## src/rtl/rf_write_arbiter.sv

```systemverilog
// rf_write_arbiter: shares the single register-file write port between
// requester A (ALU writeback) and requester B (load / multi-cycle unit).
// Grants at most one write per cycle, registers it into the output stage,
// suppresses writes to $0, and supplies bypass data for two read ports.
// Optional feature: define RF_ARB_RR_EN for round-robin arbitration;
// otherwise A has fixed priority over B.
module rf_write_arbiter (
    input  logic        clk,
    input  logic        rst,
    input  logic        a_valid,
    input  logic [4:0]  a_reg,
    input  logic [31:0] a_data,
    output logic        a_ready,
    input  logic        b_valid,
    input  logic [4:0]  b_reg,
    input  logic [31:0] b_data,
    output logic        b_ready,
    input  logic        hold,
    output logic        RegWrite,
    output logic [4:0]  writereg,
    output logic [31:0] writedata,
    input  logic [4:0]  readreg1,
    input  logic [4:0]  readreg2,
    output logic        fwd1_hit,
    output logic        fwd2_hit,
    output logic [31:0] fwd1_data,
    output logic [31:0] fwd2_data,
    output logic [15:0] contention
);

    localparam int unsigned REG_W  = 5;
    localparam int unsigned DATA_W = 32;
    localparam int unsigned CNT_W  = 16;

    logic a_wins_tie;

`ifdef RF_ARB_RR_EN
    logic last_b;

    // Last-granted pointer: 1 means B was granted last, so A wins the next tie
    always_ff @(posedge clk or posedge rst) begin
        if (rst) begin
            last_b <= 1'b1;
        end else if (a_ready) begin
            last_b <= 1'b0;
        end else if (b_ready) begin
            last_b <= 1'b1;
        end
    end

    assign a_wins_tie = last_b;
`else
    assign a_wins_tie = 1'b1;
`endif

    // Grant selection: depends only on valids, hold and arbitration state
    always_comb begin
        a_ready = 1'b0;
        b_ready = 1'b0;
        if (!hold) begin
            if (a_valid && (!b_valid || a_wins_tie)) begin
                a_ready = 1'b1;
            end else if (b_valid) begin
                b_ready = 1'b1;
            end
        end
    end

    // Output stage: capture the granted write; $0 completes but never writes
    always_ff @(posedge clk or posedge rst) begin
        if (rst) begin
            RegWrite  <= 1'b0;
            writereg  <= REG_W'(0);
            writedata <= DATA_W'(0);
        end else if (a_ready) begin
            RegWrite  <= (a_reg != REG_W'(0));
            writereg  <= a_reg;
            writedata <= a_data;
        end else if (b_ready) begin
            RegWrite  <= (b_reg != REG_W'(0));
            writereg  <= b_reg;
            writedata <= b_data;
        end else begin
            RegWrite  <= 1'b0;
        end
    end

    // Saturating count of cycles where both requesters competed unheld
    always_ff @(posedge clk or posedge rst) begin
        if (rst) begin
            contention <= CNT_W'(0);
        end else if (a_valid && b_valid && !hold && (contention != {CNT_W{1'b1}})) begin
            contention <= contention + CNT_W'(1);
        end
    end

    // Bypass for the write currently presented to the register file
    assign fwd1_hit  = RegWrite && (writereg == readreg1);
    assign fwd2_hit  = RegWrite && (writereg == readreg2);
    assign fwd1_data = writedata;
    assign fwd2_data = writedata;

endmodule

```

## config.mk

```make
export PLATFORM = sky130hd
export DESIGN_NAME = rf_write_arbiter
export DESIGN_NICKNAME = d
export VERILOG_FILES = /design/src/rtl/rf_write_arbiter.sv
export SDC_FILE = /design/constraint.sdc
export NUM_CORES = 1
export LEC_CHECK = 0
export BUFFER_PORTS_ARGS = -buffer_cell sky130_fd_sc_hd__buf_2
export CAP_MARGIN = 20
export CELL_PAD_IN_SITES_DETAIL_PLACEMENT = 0
export CELL_PAD_IN_SITES_GLOBAL_PLACEMENT = 2
export CORE_MARGIN = 2
export CORE_UTILIZATION = 25
export DETAILED_ROUTE_END_ITERATION = 8
export HOLD_SLACK_MARGIN = 0.02
export PLACE_DENSITY = 0.87
export SYNTH_ARGS = -nofsm -noshare
export SYNTH_HDL_FRONTEND = slang
export SYNTH_SLANG_ARGS = --single-unit
```

## constraint.sdc

```tcl
create_clock -name clk -period 3.2 [get_ports clk]
set_input_delay 0.16 -clock clk [delete_from_list [all_inputs] [get_ports clk]]
set_output_delay 0.16 -clock clk [all_outputs]
set_load 0.02 [all_outputs]
```

; ---- Yosys cells after proc, flatten, opt, wreduce, memory -nomap -nowiden
; Index checks and enable logic that the tools add are counted.
[word_totals]
ff_bits = 54
inputBits = 89
out_inout_bits = 122
elab_cells = 28
[classes]
n_addsub = 1
n_eq_ne = 3
muxes = 11
reduce_logical = 9
[ops]
columns = cell, n
row1 = 32-bit 2-to-1 mux, 2
row2 = "16-bit by 1-bit adder with 16-bit output, second input constant", 1
row3 = "16-bit != test, second input constant", 1
row4 = 5-bit equality test, 2
row5 = 5-bit 2-to-1 mux, 2
row6 = 5-bit nonzero test, 2
row7 = 1-bit 2-to-1 mux, 7
row8 = 1-bit logical AND, 5
row9 = 2-bit nonzero test, 1
row10 = 1-bit logical NOT, 1

; ---- Depth between registers and ports, before layout
; Gate-level depths: netlist of run 1.
[depth]
word_depth = 5
mapped_depth = 6
depth_no_buf = 5

; ---- Worst setup path after synthesis of run 1
; Ideal clock, no wire load.
[synth_path]
path_type = register -> register
startpoint = reg contention[0]
endpoint = reg contention[1]
setup_ps = 125
arrival_ps = 1678
required_time_ps = 3075
path_slack_ps = 1396
path_stages_with_launch = 6
path_buffers = 0
synth_period_minus_slack_ps = 1804
cell_sequence = dfrtp_1 ha_1 and3_1 nor4b_4 nor2_2 mux2_4
[synth_between]
elab_chain_len = 2
elab_cells_between_ends = 3
cone_classes = add/sub: 1 / eq/ne: 1 / reduce/logical: 1
[synth_lines]
columns = element, line
row1 = "start, declared", 28  ; output logic [15:0] contention
row2 = "start signal, assigned", 93  ; contention <= contention + CNT_W'(1);
row3 = "parallel branches: the longest is 2 deep, another holds 16-bit by 1-bit adder with 16-bit output", n/a
; Several ways; the timed one is not identified.
; A chain may end at the register's enable or synchronous reset.

; ---- Worst setup path after layout of run 1
[layout_path]
startpoint = reg contention[1]
endpoint = reg contention[1]
; The elaborated chain is that of the path after synthesis.

==> flow_summary.html, run 1 <==
<table>
<tr><th>Metric</th><th>Value</th></tr>
<tr><th colspan="2">Placement</th></tr>
<tr><td>Placed inst area</td><td>3960 um^2</td></tr>
<tr><td>Worst-case setup slack after placement</td><td>roughly 1.3 ns</td></tr>
<tr><td>Final weighted congestion of routability-driven global placement</td><td>between 0.7 and 0.8</td></tr>
<tr><td>Count of port buffers added during placement</td><td>210</td></tr>
<tr><td>Half-perimeter wire length of the detailed placement result</td><td>6.91 mm</td></tr>
<tr><th colspan="2">Clock tree</th></tr>
<tr><td>Cts bufs inserted</td><td>5</td></tr>
<tr><td>Worst-case clock buffer depth</td><td>2</td></tr>
<tr><td>CTS Root Buffer Type</td><td>sky130_fd_sc_hd__clkbuf_16</td></tr>
<tr><td>Clock-pin slew of the registers on the worst-case setup and hold paths</td><td>approximately 0.070 ns</td></tr>
<tr><td>H-Tree Depth</td><td>2</td></tr>
<tr><td>Setup Fix Bufs, Post-CTS</td><td>0</td></tr>
<tr><td>Later-pin clock latency in the skew report</td><td>0.29 ns</td></tr>
<tr><td>CTS tree</td><td>built</td></tr>
<tr><td>Clock Sinks</td><td>54</td></tr>
<tr><td>Gates resized, CTS repair</td><td>0</td></tr>
<tr><th colspan="2">Logic synthesis</th></tr>
<tr><td>Count of synthesis-stage warnings from yosys</td><td>0</td></tr>
<tr><td>Cell area after synthesis</td><td>3170 um^2</td></tr>
<tr><td>Post-Syn Instances</td><td>320</td></tr>
<tr><td>Portion of the post-synthesis area used by sequential elements</td><td>between 40% and 50%</td></tr>
<tr><td>Count of different cell masters after synthesis</td><td>30</td></tr>
<tr><td>Mean instance size in the synthesized netlist</td><td>9.90 um^2</td></tr>
<tr><td>Post-synthesis sequential element count</td><td>54</td></tr>
<tr><td>Syn nets</td><td>410</td></tr>
<tr><th colspan="2">STA</th></tr>
<tr><td>Final Skew</td><td>0.00645 ns</td></tr>
<tr><td>Final Slew Violations</td><td>0</td></tr>
<tr><td>Final Hold Violating Endpoints</td><td>0</td></tr>
<tr><td>Final setup fails</td><td>0</td></tr>
<tr><td>Worst relative slew slack</td><td>between 40% and 50%</td></tr>
<tr><td>Setup Total Neg Slack</td><td>0 ns</td></tr>
<tr><td>Fmax</td><td>roughly 530 MHz</td></tr>
<tr><td>Final period utilization</td><td>around 60%</td></tr>
<tr><td>Final Critical Period</td><td>1.90 ns</td></tr>
<tr><td>Actual slew at the worst max-slew pin</td><td>around 0.86 ns</td></tr>
<tr><td>Post-layout worst setup margin</td><td>1.30 ns</td></tr>
<tr><td>Setup repair after global routing missed its margin</td><td>false</td></tr>
<tr><th colspan="2">Power and ir drop</th></tr>
<tr><td>Total net switching power</td><td>0.824 mW</td></tr>
<tr><td>Leakage power</td><td>roughly 2.2 nW</td></tr>
<tr><td>Sequential power share</td><td>a little over 40%</td></tr>
<tr><td>Ratio of total power to cell area</td><td>~530 nW/um^2</td></tr>
<tr><td>Switching Fraction</td><td>38.1%</td></tr>
<tr><td>Gate power share</td><td>between 30% and 40%</td></tr>
<tr><td>Clock share of power</td><td>25.0%</td></tr>
<tr><td>Int Pwr</td><td>1.34 mW</td></tr>
<tr><td>Overall power consumption</td><td>2.16 mW</td></tr>
<tr><td>Worst voltage drop across the vdd grid</td><td>around 250 uV</td></tr>
<tr><th colspan="2">Final layout</th></tr>
<tr><td>Layout cells sized above 1</td><td>49.4%</td></tr>
<tr><td>Antenna diode count</td><td>0</td></tr>
<tr><td>Post-Route Utilization</td><td>around 33%</td></tr>
<tr><td>Number of nets in the layout</td><td>555</td></tr>
<tr><td>Fill cell total of the finished layout</td><td>roughly 1400</td></tr>
<tr><td>Area added between synthesis and finish</td><td>29.8%</td></tr>
<tr><td>Post-layout instance area</td><td>4110 um^2</td></tr>
<tr><th colspan="2">Drt</th></tr>
<tr><td>Post-Route WL</td><td>between 8 and 9 mm</td></tr>
<tr><td>Antenna Violating Nets Remaining</td><td>0</td></tr>
<tr><td>Post-route DRC</td><td>0</td></tr>
<tr><td>DRT iter0 DRCs</td><td>between 50 and 60</td></tr>
<tr><td>Vias per inst</td><td>between 4 and 5</td></tr>
<tr><td>Via Count</td><td>roughly 2700</td></tr>
<tr><td>First-pass iteration count of the detailed router</td><td>4</td></tr>
<tr><td>Routed wire length per instance</td><td>13.6 um</td></tr>
<tr><th colspan="2">Run</th></tr>
<tr><td>Max Cap Violations</td><td>0</td></tr>
<tr><th colspan="2">Floorplan</th></tr>
<tr><td>Chip width</td><td>117 um</td></tr>
<tr><td>Vertical die dimension</td><td>117 um</td></tr>
<tr><td>Die area</td><td>13600 um^2</td></tr>
<tr><td>Count of boundary I/O pins</td><td>approximately 210</td></tr>
<tr><td>Placement Rows</td><td>between 40 and 50</td></tr>
<tr><td>Initial standard-cell utilization of the core</td><td>25.3%</td></tr>
<tr><td>Std-Cell Core Area</td><td>between 10000 and 15000 um^2</td></tr>
<tr><th colspan="2">Critical path</th></tr>
<tr><td>Kind of start point of the critical path</td><td>flop</td></tr>
<tr><td>Biggest fanout along the worst timing path</td><td>9</td></tr>
<tr><td>Worst Path Class, Setup</td><td>reg -&gt; reg</td></tr>
<tr><td>Origin of the critical flop-to-flop path</td><td>contention[1]</td></tr>
<tr><td>Nature of the critical path endpoint</td><td>flop</td></tr>
<tr><td>Arrival time at the worst endpoint</td><td>2.07 ns</td></tr>
<tr><td>Critical Path RT</td><td>3.38 ns</td></tr>
<tr><td>Worst setup path startpoint</td><td>contention[1]</td></tr>
<tr><th colspan="2">Global route</th></tr>
<tr><td>Overall fraction of global-route tracks in use</td><td>11.9%</td></tr>
<tr><td>Wire length of the first global-routing pass</td><td>12.4 mm</td></tr>
<tr><td>Grt total ovfl</td><td>0</td></tr>
<tr><td>Largest net degree at the start of global routing</td><td>40</td></tr>
<tr><td>Antenna violations before repair</td><td>1</td></tr>
<tr><td>Via count of the first global-routing pass</td><td>2422</td></tr>
<tr><th colspan="2">Hold path</th></tr>
<tr><td>Classification of the worst-slack hold path</td><td>in -&gt; reg</td></tr>
<tr><td>Worst Hold Launch</td><td>a_reg[3]</td></tr>
<tr><th colspan="2">Run status</th></tr>
<tr><td>Run status</td><td>completed</td></tr>
</table>
## repair_timing
action                                 CTS  global route
setup endpoints to repair                0             0
endpoints found under the hold margin   22             0
hold buffers                             1             0
## power by group through the flow
stage                     Sequential (mW)  Clock [mW]  Combinational (mW)
after floorplan                      1.00           0               0.463
after global placement              0.891           0               0.741
after detailed placement            0.902           0               0.742
after CTS                           0.890       0.567               0.743
after global routing                0.908       0.590               0.799
final                               0.888       0.540               0.733
## critical path, stage by stage, from the launching register on
cell and delay [ns]:
sky130_fd_sc_hd__dfrtp_1 0.43, sky130_fd_sc_hd__ha_1 0.19, sky130_fd_sc_hd__and3_1 0.24, sky130_fd_sc_hd__nor4b_4 0.51
sky130_fd_sc_hd__nor2_2 0.10, sky130_fd_sc_hd__mux2_4 0.31
## placed cells by master, fill, tap and decap left out, types with 3 or more instances in the layout
cell,count
sky130_fd_sc_hd__and3_1,4
sky130_fd_sc_hd__nor2_1,3
sky130_fd_sc_hd__xor2_1,21
sky130_fd_sc_hd__mux2i_1,37
sky130_fd_sc_hd__dfrtp_1,54
sky130_fd_sc_hd__buf_4,3
sky130_fd_sc_hd__o21ai_0,39
sky130_fd_sc_hd__nor3b_1,3
sky130_fd_sc_hd__nand4_1,3
sky130_fd_sc_hd__nor3_1,6
sky130_fd_sc_hd__nor4_1,3
sky130_fd_sc_hd__nand2_1,45
sky130_fd_sc_hd__nand3_1,3
sky130_fd_sc_hd__buf_2,210
sky130_fd_sc_hd__clkbuf_16,5
sky130_fd_sc_hd__xnor2_1,4
## final timing paths
check,cells past startpoint,slack [ns],end
worst max-delay path,5,1.30,contention[1]
worst min-delay path,3,0.14,RegWrite
worst max register to register,5,1.30,contention[1]
worst min register to register,1,0.51,contention[15]
max in group asynchronous,4,1.92,fwd1_data[0]
min in group asynchronous,3,0.46,writereg[1]
## logic make-up (layout without fill, tap and decap cells)
| logic type | Yosys count | in the layout | share of synthesized area [%] |
|---|---|---|---|
| AND/OR/NAND/NOR | 82 | 82 | 14.1 |
| XOR/XNOR | 25 | 25 | 6.91 |
| multiplexers | 38 | 38 | 12.2 |
| adder cells (fa/ha/maj) | 1 | 1 | 0.395 |
| AO/OA/AOI/OAI | 41 | 41 | 6.67 |
| buffers and inverters | 79 | 225 | 17.2 |
| flip-flops | 54 | 54 | 42.6 |
## flip-flops by register name, indices dropped and copies added (netlist names)
name	cells
contention	16
fwd1_data	32
RegWrite	1
writereg	5
## final cells by class
class                           instances  area, um^2  area share, %
Sequential cell                        54        1350           32.9
Multi-Input combinational cell        187        1290           31.4
Timing Repair Buffer                  215        1100           26.8
Tap cell                              172         215           5.23
Clock buffer                            6         129           3.13
Clock inverter                          2        13.8          0.335
Inverter                                2        7.51          0.183
## cells in the mapped netlist, drive strengths merged
cell type | number | area share (%)
and3 | 4 | 0.79
and3b | 1 | 0.28
and4 | 2 | 0.55
buf | 68 | 16
clkbuf | 9 | 1.1
dfrtp | 54 | 43
ha | 1 | 0.39
inv | 2 | 0.24
mux2 | 1 | 0.47
mux2i | 37 | 12
nand2 | 45 | 5.3
nand3 | 3 | 0.47
nand4 | 4 | 1.3
nor2 | 4 | 0.55
nor2b | 1 | 0.20
nor3 | 6 | 0.95
nor3b | 3 | 0.71
nor4 | 3 | 0.59
nor4b | 3 | 1.7
o2111ai | 1 | 0.28
o21ai | 39 | 6.2
o21bai | 1 | 0.24
or3 | 1 | 0.20
or4 | 2 | 0.47
xnor2 | 4 | 1.1
xor2 | 21 | 5.8
## per-stage QoR
| stage | hold slack [ns] | std cells |
|---|---|---|
| 2_1_floorplan | 0.302 | 320 |
| 3_3_place_gp | 0.230 | 629 |
| 3_5_place_dp | 0.235 | 629 |
| 4_1_cts | 0.128 | 638 |
| 5_1_grt | 0.143 | 638 |
| 6_report | 0.137 | 638 |
## layer usage
layer	GRT usage [%]	up-vias	share of wire, %
met5	0	-	0
met1	14.0	1247	41
met3	3.32	7	7.7
met4	2.59	0	0.73
li1	-	1310	-
met2	21.5	113	50
(Power assumes the default switching activity.)
==> run 2: changes to the inputs <==
--- a/config.mk
+++ b/config.mk
@@ -5,15 +5,16 @@
 export SDC_FILE = /design/constraint.sdc
 export NUM_CORES = 1
 export LEC_CHECK = 0
+export ABC_AREA = 1
 export BUFFER_PORTS_ARGS = -buffer_cell sky130_fd_sc_hd__buf_2
 export CAP_MARGIN = 20
 export CELL_PAD_IN_SITES_DETAIL_PLACEMENT = 0
 export CELL_PAD_IN_SITES_GLOBAL_PLACEMENT = 2
 export CORE_MARGIN = 2
-export CORE_UTILIZATION = 25
+export CORE_UTILIZATION = 20
 export DETAILED_ROUTE_END_ITERATION = 8
 export HOLD_SLACK_MARGIN = 0.02
-export PLACE_DENSITY = 0.87
+export PLACE_DENSITY = 0.78
 export SYNTH_ARGS = -nofsm -noshare
 export SYNTH_HDL_FRONTEND = slang
 export SYNTH_SLANG_ARGS = --single-unit
==> constraint.sdc (replaced) <==
create_clock -name clk -period 1.55 [get_ports clk]
set_input_delay 0.0775 -clock clk [delete_from_list [all_inputs] [get_ports clk]]
set_output_delay 0.0775 -clock clk [all_outputs]
set_load 0.02 [all_outputs]
==> run 2 against run 1 <==
  * Clock skew decreased by 0.0021 ns
  * Count of clock-buffer cells in the layout increased by 1
  * Combinational power increased by 130%
  * Largest power group unchanged
==> flow_summary.html, run 2 <==
<table>
<tr><th>Metric</th><th>Value</th></tr>
<tr><th colspan="2">Critical path</th></tr>
<tr><td>Nature of the critical path endpoint</td><td>output pin</td></tr>
<tr><td>Worst setup path startpoint</td><td>writereg[0]</td></tr>
<tr><td>Terminus of the critical flop-to-flop path</td><td>contention[14]</td></tr>
<tr><td>Biggest fanout along the worst timing path</td><td>4 (-5)</td></tr>
<tr><td>Arrival time at the worst endpoint</td><td>1.34 ns (-0.73 ns)</td></tr>
<tr><td>Master of the slowest instance on the critical path</td><td>sky130_fd_sc_hd__dfrtp_1</td></tr>
<tr><td>Cells along the critical path</td><td>inv_1 -&gt; or2_2 -&gt; nand4_1 -&gt; nor2_1 -&gt; buf_2</td></tr>
<tr><td>Critical Path RT</td><td>1.47 ns (-1.91 ns)</td></tr>
<tr><td>Origin of the critical flop-to-flop path</td><td>contention[0]</td></tr>
<tr><td>Slowest stage delay, CP</td><td>0.39 ns (-0.12 ns)</td></tr>
<tr><td>Worst-case register-to-register setup slack</td><td>0.14 ns (-1.16 ns)</td></tr>
<tr><td>Number of cell instances on the worst register-to-register path</td><td>9 (+4)</td></tr>
<tr><td>Kind of start point of the critical path</td><td>flop</td></tr>
<tr><td>Worst Path Class, Setup</td><td>reg -&gt; out</td></tr>
<tr><th colspan="2">Logic synthesis</th></tr>
<tr><td>Cell accounting for the most synthesized area</td><td>sky130_fd_sc_hd__dfrtp_1</td></tr>
<tr><td>Share of the synthesized area in the top cell type</td><td>39.4% (-3.3 points)</td></tr>
<tr><td>Syn nets</td><td>550 (+34%)</td></tr>
<tr><td>Async S/R FF share, synth</td><td>100% (unchanged)</td></tr>
<tr><td>Post-synthesis sequential element count</td><td>54 (unchanged)</td></tr>
<tr><td>Top cells by area, synth</td><td>sky130_fd_sc_hd__dfrtp_1, sky130_fd_sc_hd__buf_4, sky130_fd_sc_hd__nand2_1, sky130_fd_sc_hd__o21ai_0, sky130_fd_sc_hd__nor2_1</td></tr>
<tr><td>Cell area after synthesis</td><td>3430 um^2 (+8.3%)</td></tr>
<tr><td>Library cell with the highest instance count after synthesis</td><td>sky130_fd_sc_hd__nand2_1</td></tr>
<tr><td>Post-synth top cells</td><td>sky130_fd_sc_hd__nand2_1, sky130_fd_sc_hd__buf_4, sky130_fd_sc_hd__nor2_1, sky130_fd_sc_hd__o21ai_0, sky130_fd_sc_hd__dfrtp_1</td></tr>
<tr><td>Portion of the post-synthesis area used by sequential elements</td><td>39.4% (-3.3 points)</td></tr>
<tr><td>Count of synthesis-stage warnings from yosys</td><td>0 (unchanged)</td></tr>
<tr><td>Number of synthesized flops with an enable pin</td><td>0 (unchanged)</td></tr>
<tr><td>Most common flop cell mapped by yosys</td><td>sky130_fd_sc_hd__dfrtp_1</td></tr>
<tr><td>Count of different cell masters after synthesis</td><td>27 (-10%)</td></tr>
<tr><td>Mean instance size in the synthesized netlist</td><td>7.46 um^2 (-25%)</td></tr>
<tr><td>Post-Syn Instances</td><td>460 (+44%)</td></tr>
<tr><th colspan="2">Floorplan</th></tr>
<tr><td>Die area</td><td>18200 um^2 (+34%)</td></tr>
<tr><td>Count of boundary I/O pins</td><td>211 (unchanged)</td></tr>
<tr><td>Vertical die dimension</td><td>135 um (+16%)</td></tr>
<tr><td>Std-Cell Core Area</td><td>16700 um^2 (+33%)</td></tr>
<tr><td>Chip width</td><td>135 um (+16%)</td></tr>
<tr><td>Initial standard-cell utilization of the core</td><td>20.6% (-4.8 points)</td></tr>
<tr><td>Placement Rows</td><td>47 (+15%)</td></tr>
<tr><th colspan="2">Run</th></tr>
<tr><td>Max Cap Violations</td><td>0 (unchanged)</td></tr>
<tr><th colspan="2">Global route</th></tr>
<tr><td>Via count of the first global-routing pass</td><td>3358 (+39%)</td></tr>
<tr><td>Overall fraction of global-route tracks in use</td><td>11.6% (-0.23 points)</td></tr>
<tr><td>Largest net degree at the start of global routing</td><td>55 (+38%)</td></tr>
<tr><td>Grt total ovfl</td><td>0 (unchanged)</td></tr>
<tr><td>Antenna violations before repair</td><td>2 (+1)</td></tr>
<tr><td>Wire length of the first global-routing pass</td><td>16.8 mm (+35%)</td></tr>
<tr><th colspan="2">Final layout</th></tr>
<tr><td>Layout cells sized above 1</td><td>41.9% (-7.4 points)</td></tr>
<tr><td>Leading cell types in the layout, fill and taps excluded</td><td>sky130_fd_sc_hd__buf_2, sky130_fd_sc_hd__nand2_1, sky130_fd_sc_hd__o21ai_0</td></tr>
<tr><td>Fill cell total of the finished layout</td><td>1869 (+38%)</td></tr>
<tr><td>Flip-flop count of the largest register after layout</td><td>32 (unchanged)</td></tr>
<tr><td>Area added between synthesis and finish</td><td>34.4%</td></tr>
<tr><td>Post-layout instance area</td><td>4610 um^2 (+12%)</td></tr>
<tr><td>Most frequent standard cell in the layout excluding fill and tap cells</td><td>sky130_fd_sc_hd__buf_2</td></tr>
<tr><td>Number of nets in the layout</td><td>708 (+28%)</td></tr>
<tr><th colspan="2">Drt</th></tr>
<tr><td>Vias per inst</td><td>4.24 (+0.98%)</td></tr>
<tr><td>Post-Route WL</td><td>11.1 mm (+27%)</td></tr>
<tr><td>Post-route DRC</td><td>0 (unchanged)</td></tr>
<tr><td>Via Count</td><td>3559 (+33%)</td></tr>
<tr><td>Antenna Violating Nets Remaining</td><td>0 (unchanged)</td></tr>
<tr><td>DRT iter0 DRCs</td><td>131 (+120%)</td></tr>
<tr><td>First-pass iteration count of the detailed router</td><td>4 (unchanged)</td></tr>
<tr><td>Routed wire length per instance</td><td>13.2 um (-3.3%)</td></tr>
<tr><th colspan="2">Run status</th></tr>
<tr><td>Run status</td><td>completed</td></tr>
<tr><th colspan="2">Clock tree</th></tr>
<tr><td>Later-pin clock latency in the skew report</td><td>0.30 ns (about the same)</td></tr>
<tr><td>Clock-pin slew of the registers on the worst-case setup and hold paths</td><td>0.07 ns (about the same)</td></tr>
<tr><td>CTS Root Buffer Type</td><td>sky130_fd_sc_hd__clkbuf_16</td></tr>
<tr><td>CTS tree</td><td>built</td></tr>
<tr><td>Worst-case clock buffer depth</td><td>2 (unchanged)</td></tr>
<tr><td>Clock Sinks</td><td>54 (unchanged)</td></tr>
<tr><td>Cts bufs inserted</td><td>5 (unchanged)</td></tr>
<tr><td>H-Tree Depth</td><td>2 (unchanged)</td></tr>
<tr><th colspan="2">STA</th></tr>
<tr><td>Final period utilization</td><td>91.7%</td></tr>
<tr><td>Final Hold Violating Endpoints</td><td>0 (unchanged)</td></tr>
<tr><td>Worst relative slew slack</td><td>77.8% (+35 points)</td></tr>
<tr><td>Final Slew Violations</td><td>0 (unchanged)</td></tr>
<tr><td>Final Critical Period</td><td>approximately 1.4 ns</td></tr>
<tr><td>Setup repair after global routing missed its margin</td><td>false</td></tr>
<tr><td>Final setup fails</td><td>0 (unchanged)</td></tr>
<tr><td>Actual slew at the worst max-slew pin</td><td>0.331 ns (-0.526 ns)</td></tr>
<tr><td>Final Skew</td><td>0.00432 ns (-0.00212 ns)</td></tr>
<tr><td>Fmax</td><td>704 MHz</td></tr>
<tr><th colspan="2">Placement</th></tr>
<tr><td>Final weighted congestion of routability-driven global placement</td><td>0.781 (+3.7%)</td></tr>
<tr><td>Count of port buffers added during placement</td><td>210 (unchanged)</td></tr>
<tr><td>Placed inst area</td><td>4430 um^2 (+12%)</td></tr>
<tr><td>Half-perimeter wire length of the detailed placement result</td><td>8.13 mm (+18%)</td></tr>
<tr><th colspan="2">Hold path</th></tr>
<tr><td>Worst Hold Launch</td><td>a_reg[0]</td></tr>
<tr><td>Hold Path End</td><td>writereg[0]</td></tr>
<tr><td>Hold depth</td><td>3 (unchanged)</td></tr>
<tr><td>Classification of the worst-slack hold path</td><td>in -&gt; reg</td></tr>
<tr><th colspan="2">Power and ir drop</th></tr>
<tr><td>Leakage power</td><td>2.39 nW (+6.8%)</td></tr>
<tr><td>Ratio of total power to cell area</td><td>1000 nW/um^2 (+90%)</td></tr>
<tr><td>Worst voltage drop across the vdd grid</td><td>405 uV (+63%)</td></tr>
<tr><td>Overall power consumption</td><td>4.61 mW (+110%)</td></tr>
</table>
[run 2: changes by cell type in the layout (fill, tap and decap cells not counted), moves of 19 or more]
cell | previous run | this run
sky130_fd_sc_hd__nor2_1 | 3 | 57
sky130_fd_sc_hd__nand3_1 | 3 | 45
sky130_fd_sc_hd__nand2_1 | 45 | 83
sky130_fd_sc_hd__mux2i_1 | 37 | 0
sky130_fd_sc_hd__o21ai_0 | 39 | 61
sky130_fd_sc_hd__xor2_1 | 21 | 2
[run 2: worst max path at each step]
stage                      to  slack [ns]  depth (start not counted)
2_1_floorplan  contention[10]        0.02                          9
3_3_place_gp    contention[0]       -0.05                          8
3_5_place_dp   contention[14]       -0.10                          8
4_1_cts        contention[14]        0.06                          9
5_1_grt              fwd1_hit        0.01                          6
6_report             fwd2_hit        0.13                          5
[run 2: layout make-up]
type / instances / area [um^2] / share of cell area, %
flip-flops and latches: 54 / 1360 / 29.4
multi-input cells: 302 / 1450 / 31.5
repair buffers: 235 / 1320 / 28.5
well taps: 220 / 275 / 5.97
clock buffers: 7 / 133 / 2.87
diodes: 2 / 5.00 / 0.108
inverters: 20 / 75.1 / 1.63
[run 2: metrics by stage]
step / worst slack (ns) / cells / setup TNS [ns] / utilization [%] / hold slack (ns)
after floorplan: 0.0159 / 460 / 0 / - / 0.220
after global placement: -0.0530 / 829 / -0.548 / 26.5 / 0.160
after detailed placement: -0.101 / 829 / -1.08 / 26.5 / 0.167
after CTS: 0.0637 / 837 / 0 / 27.4 / 0.0241
after global routing: 0.0144 / 838 / 0 / 27.6 / 0.0401
final: 0.129 / 840 / 0 / 27.6 / 0.0407
[run 2: report_power, final]
part / leakage (nW) / internal (mW) / total (mW) / switching, mW
combinational: 1.65 / 0.627 / 1.72 / 1.09
clock: 0.0640 / 0.594 / 1.12 / 0.524
sequential: 0.673 / 1.60 / 1.77 / 0.177
total: 2.39 / 2.82 / 4.61 / 1.80
[run 2: cell families (layout without fill, tap and decap cells)]
group / Yosys count / after routing / share of synthesized area (%)
XOR/XNOR: 11 / 11 / 2.81
adder cells (fa/ha/maj): 1 / 1 / 0.364
other: 0 / 2 / 0
flip-flops: 54 / 54 / 39.4
AO/OA/AOI/OAI: 82 / 82 / 12.6
AND/OR/NAND/NOR: 208 / 208 / 25.9
buffers and inverters: 104 / 262 / 19.0
[run 2: worst max-delay path: cells and delay by family, from the launching register on]
kind / cells / cell delay [ns]
AND/OR/NAND/NOR: 3 / 0.41
flip-flops: 1 / 0.39
buffers and inverters: 2 / 0.25
[run 2: layer usage]
metal,GRT usage [%],vias up,part of all wire (%)
met3,2.74,9,7.2
met4,3.36,0,1.2
met1,13.7,1652,41
li1,-,1760,-
met2,21.0,138,50
met5,0,-,0
[run 2: timing repair]
action	4_1_cts	5_1_grt
endpoints found under the hold margin	54	0
setup buffers	0	1
pin swaps	0	1
setup endpoints to repair	14	11
hold buffers	1	0
gates resized for setup	1	6
==> run 3: changes to the inputs <==
--- a/config.mk
+++ b/config.mk
@@ -5,13 +5,12 @@
 export SDC_FILE = /design/constraint.sdc
 export NUM_CORES = 1
 export LEC_CHECK = 0
-export ABC_AREA = 1
 export BUFFER_PORTS_ARGS = -buffer_cell sky130_fd_sc_hd__buf_2
 export CAP_MARGIN = 20
 export CELL_PAD_IN_SITES_DETAIL_PLACEMENT = 0
 export CELL_PAD_IN_SITES_GLOBAL_PLACEMENT = 2
 export CORE_MARGIN = 2
-export CORE_UTILIZATION = 20
+export CORE_UTILIZATION = 21
 export DETAILED_ROUTE_END_ITERATION = 8
 export HOLD_SLACK_MARGIN = 0.02
 export PLACE_DENSITY = 0.78
==> run 3 against run 2 <==
  * The flow now finishes with violations (negative setup slack)
  * Sequential cell count is the same
  * Global-route usage shrank 1.0 points
  * Critical path depth grew 1
  * Clock skew grew 0.00082 ns
  * Final area shrank 2.7%
  * Maximum frequency shrank 11%
  * Worst setup slack lost 0.17 ns
  * Hold slack gained 0.010 ns
  * Critical path type is now reg -> reg
==> flow_summary.html, run 3 (synthesis gave the netlist of run 1 again) <==
<table>
<tr><th>Metric</th><th>Value</th></tr>
<tr><th colspan="2">Clock tree</th></tr>
<tr><td>CTS Root Buffer Type</td><td>sky130_fd_sc_hd__clkbuf_16</td></tr>
<tr><td>CTS tree</td><td>built</td></tr>
<tr><td>Clock Sinks</td><td>54 (unchanged)</td></tr>
<tr><td>H-Tree Depth</td><td>2 (unchanged)</td></tr>
<tr><td>Clock-pin slew of the registers on the worst-case setup and hold paths</td><td>0.07 ns (about the same)</td></tr>
<tr><td>Worst-case clock buffer depth</td><td>2 (unchanged)</td></tr>
<tr><td>Cts bufs inserted</td><td>5 (unchanged)</td></tr>
<tr><td>Later-pin clock latency in the skew report</td><td>0.30 ns (about the same)</td></tr>
<tr><th colspan="2">Placement</th></tr>
<tr><td>Count of port buffers added during placement</td><td>210 (unchanged)</td></tr>
<tr><td>Final weighted congestion of routability-driven global placement</td><td>0.784 (+0.36%)</td></tr>
<tr><td>Half-perimeter wire length of the detailed placement result</td><td>6.85 mm (-16%)</td></tr>
<tr><td>Worst-case setup slack after placement</td><td>-0.0834 ns (+0.0175 ns)</td></tr>
<tr><td>Placed cells</td><td>656 (-21%)</td></tr>
<tr><th colspan="2">Floorplan</th></tr>
<tr><td>Chip width</td><td>127 um (-6.1%)</td></tr>
<tr><td>Initial standard-cell utilization of the core</td><td>21.6% (+1.1 points)</td></tr>
<tr><td>Placement Rows</td><td>44 (-6.4%)</td></tr>
<tr><td>Count of boundary I/O pins</td><td>211 (unchanged)</td></tr>
<tr><td>Vertical die dimension</td><td>127 um (-6.1%)</td></tr>
<tr><td>Std-Cell Core Area</td><td>14600 um^2 (-12%)</td></tr>
<tr><td>Die area</td><td>16100 um^2 (-12%)</td></tr>
<tr><th colspan="2">Power and ir drop</th></tr>
<tr><td>Leakage power</td><td>2.37 nW (-0.72%)</td></tr>
<tr><td>Int Pwr</td><td>3.11 mW (+10%)</td></tr>
<tr><td>Gate power share</td><td>35.0% (-2.3 points)</td></tr>
<tr><td>Clock share of power</td><td>27.4% (+3.2 points)</td></tr>
<tr><td>Total net switching power</td><td>1.75 mW (-2.4%)</td></tr>
<tr><td>Switching Fraction</td><td>36.0% (-2.9 points)</td></tr>
<tr><td>Worst voltage drop across the vdd grid</td><td>491 uV (+21%)</td></tr>
<tr><td>Sequential power share</td><td>37.6% (-0.8 points)</td></tr>
<tr><td>Ratio of total power to cell area</td><td>1080 nW/um^2 (+8.3%)</td></tr>
<tr><th colspan="2">Final layout</th></tr>
<tr><td>Layout cells sized above 1</td><td>56.0% (+14 points)</td></tr>
<tr><td>Antenna diode count</td><td>0 (-2)</td></tr>
<tr><td>Leading cell types in the layout, fill and taps excluded</td><td>sky130_fd_sc_hd__buf_2, sky130_fd_sc_hd__nand2_1, sky130_fd_sc_hd__dfrtp_1</td></tr>
<tr><td>Final cell count without fillers</td><td>673 (-20%)</td></tr>
<tr><td>Area added between synthesis and finish</td><td>41.6%</td></tr>
<tr><td>Most frequent standard cell in the layout excluding fill and tap cells</td><td>sky130_fd_sc_hd__buf_2</td></tr>
<tr><td>Post-Route Utilization</td><td>30.6% (+3.0 points)</td></tr>
<tr><td>Number of nets in the layout</td><td>578 (-18%)</td></tr>
<tr><td>Fill cell total of the finished layout</td><td>1567 (-16%)</td></tr>
<tr><td>Flip-flop count of the largest register after layout</td><td>32 (unchanged)</td></tr>
<tr><th colspan="2">Critical path</th></tr>
<tr><td>Critical Path RT</td><td>1.72 ns (+0.25 ns)</td></tr>
<tr><td>Arrival time at the worst endpoint</td><td>1.77 ns (+0.43 ns)</td></tr>
<tr><td>Kind of start point of the critical path</td><td>flop</td></tr>
<tr><td>Number of cell instances on the worst register-to-register path</td><td>6 (-3)</td></tr>
<tr><td>Cells along the critical path</td><td>ha_4 -&gt; and3_4 -&gt; nor4b_4 -&gt; buf_4 -&gt; nor4b_4 -&gt; xor2_1</td></tr>
<tr><td>Slowest stage delay, CP</td><td>0.39 ns (about the same)</td></tr>
<tr><td>Cell mode on critical path</td><td>sky130_fd_sc_hd__nor4b_4</td></tr>
<tr><td>Master of the slowest instance on the critical path</td><td>sky130_fd_sc_hd__dfrtp_2</td></tr>
<tr><td>Biggest fanout along the worst timing path</td><td>4 (unchanged)</td></tr>
<tr><td>Number of buffers and inverters on the critical path</td><td>1 (-1)</td></tr>
<tr><td>Worst Path Class, Setup</td><td>reg -&gt; reg</td></tr>
<tr><td>Total number of cells along the worst setup path</td><td>6 (+1)</td></tr>
<tr><td>Nature of the critical path endpoint</td><td>flop</td></tr>
<tr><td>Kind of cell with the highest combined delay on the critical path</td><td>simple AND/OR/NAND/NOR gates</td></tr>
<tr><th colspan="2">STA</th></tr>
<tr><td>Actual slew at the worst max-slew pin</td><td>0.482 ns (+0.151 ns)</td></tr>
<tr><td>Post-layout worst setup margin</td><td>-0.0449 ns (-0.174 ns)</td></tr>
<tr><td>Setup repair after global routing missed its margin</td><td>true</td></tr>
<tr><td>Final setup fails</td><td>9 (+9)</td></tr>
<tr><td>Worst relative slew slack</td><td>67.8% (-10 points)</td></tr>
<tr><td>Fmax</td><td>627 MHz (-11%)</td></tr>
<tr><td>Final Slew Violations</td><td>0 (unchanged)</td></tr>
<tr><td>Final Skew</td><td>0.00515 ns (+0.000822 ns)</td></tr>
<tr><td>Final Critical Period</td><td>1.59 ns (+0.174 ns)</td></tr>
<tr><td>Final Hold Violating Endpoints</td><td>0 (unchanged)</td></tr>
<tr><td>Post-route worst hold slack</td><td>0.0507 ns (+0.00998 ns)</td></tr>
<tr><td>Final period utilization</td><td>103% (+11 points)</td></tr>
<tr><th colspan="2">Global route</th></tr>
<tr><td>Grt total ovfl</td><td>0 (unchanged)</td></tr>
<tr><td>Via count of the first global-routing pass</td><td>2658 (-21%)</td></tr>
<tr><td>Largest net degree at the start of global routing</td><td>73 (+33%)</td></tr>
<tr><td>Overall fraction of global-route tracks in use</td><td>10.6% (-1.0 points)</td></tr>
<tr><td>Wire length of the first global-routing pass</td><td>13.6 mm (-19%)</td></tr>
<tr><td>Antenna violations before repair</td><td>0 (-2)</td></tr>
<tr><th colspan="2">Hold path</th></tr>
<tr><td>Classification of the worst-slack hold path</td><td>in -&gt; reg</td></tr>
<tr><td>Hold depth</td><td>3 (unchanged)</td></tr>
<tr><th colspan="2">Drt</th></tr>
<tr><td>Antenna Violating Nets Remaining</td><td>0 (unchanged)</td></tr>
<tr><td>Via Count</td><td>2708 (-24%)</td></tr>
<tr><td>DRT iter0 DRCs</td><td>81 (-38%)</td></tr>
<tr><td>Vias per inst</td><td>4.02 (-5.0%)</td></tr>
<tr><td>Routed wire length per instance</td><td>13.0 um (-1.4%)</td></tr>
<tr><td>Post-route DRC</td><td>0 (unchanged)</td></tr>
<tr><td>Post-Route WL</td><td>8.74 mm (-21%)</td></tr>
<tr><td>First-pass iteration count of the detailed router</td><td>3 (-1)</td></tr>
<tr><th colspan="2">Run status</th></tr>
<tr><td>Run status</td><td>complete, but fails checks</td></tr>
<tr><td>Violated checks</td><td>negative setup slack</td></tr>
<tr><th colspan="2">Run</th></tr>
<tr><td>Max Cap Violations</td><td>0 (unchanged)</td></tr>
</table>
run 3: changes by cell type in the layout (fill, tap and decap cells not counted), sizes merged, moves of 18 or more:
| cell | delta |
|---|---|
| inv | -18 |
| nand2 | -42 |
| nand3 | -42 |
| nor2 | -60 |
| xor2 | +19 |
| mux2i | +37 |
| o21ai | -37 |
run 3: layout make-up:
cell class                 count  area [um^2]  area share, %
clock buffer                   7          143           3.18
clock inverter                 1         30.0          0.669
multi-input combinational    187         1380           30.7
sequential                    54         1370           30.5
inverter                       2         7.51          0.167
timing repair buffer         238         1330           29.7
tap                          184          230           5.13
run 3: final timing paths:
| kind | to | from | slack (ns) |
|---|---|---|---|
| worst min-delay path | RegWrite | a_reg[3] | 0.05 |
| worst min register to register | contention[5] | contention[5] | 0.50 |
| max in group asynchronous | contention[0] | rst | 0.90 |
| worst max-delay path | contention[15] | contention[1] | -0.04 |
| min in group asynchronous | fwd1_data[18] | rst | 0.38 |
| worst max register to register | contention[15] | contention[1] | -0.04 |
run 3: per-layer routing:
| metal | global-route usage, % | vias to the layer above | part of all wire [%] |
|---|---|---|---|
| met1 | 12.8 | 1235 | 42 |
| li1 | - | 1362 | - |
| met5 | 0 | - | 0 |
| met2 | 18.6 | 106 | 51 |
| met3 | 3.08 | 5 | 6.8 |
| met4 | 2.71 | 0 | 0.71 |
run 3: power by group through the flow:
| stage | Sequential (mW) | Combinational, mW | Clock, mW |
|---|---|---|---|
| floorplan | 2.08 | 0.962 | 0 |
| global placement | 1.82 | 1.63 | 0 |
| detailed placement | 1.84 | 1.64 | 0 |
| CTS | 1.83 | 1.70 | 1.41 |
| global route | 1.87 | 1.85 | 1.46 |
| finish | 1.83 | 1.70 | 1.33 |
run 3: what timing repair did:
action | CTS | global route
pin swaps | 8 | 7
buffers inserted | 4 | 3
hold buffers | 2 | 0
gates resized for setup | 13 | 9
endpoints found under the hold margin | 55 | 0
setup endpoints to repair | 11 | 12
run 3: worst register-to-register path: stages (launching register included):
cell                      delay [ns]
sky130_fd_sc_hd__dfrtp_2        0.39
sky130_fd_sc_hd__ha_4           0.13
sky130_fd_sc_hd__and3_4         0.19
sky130_fd_sc_hd__nor4b_4        0.34
sky130_fd_sc_hd__buf_4          0.22
sky130_fd_sc_hd__nor4b_4        0.05
sky130_fd_sc_hd__xor2_1         0.16
run 3: per-stage QoR:
| step | area (um^2) | setup TNS [ns] | power, mW |
|---|---|---|---|
| finish | 4490 | -0.241 | 4.86 |
| global route | 4490 | -0.916 | 5.17 |
| CTS | 4420 | -0.328 | 4.93 |
| detailed placement | 4140 | -0.365 | 3.48 |
| global placement | 4140 | -0.0166 | 3.45 |
| floorplan | 3180 | -0.435 | 3.04 |
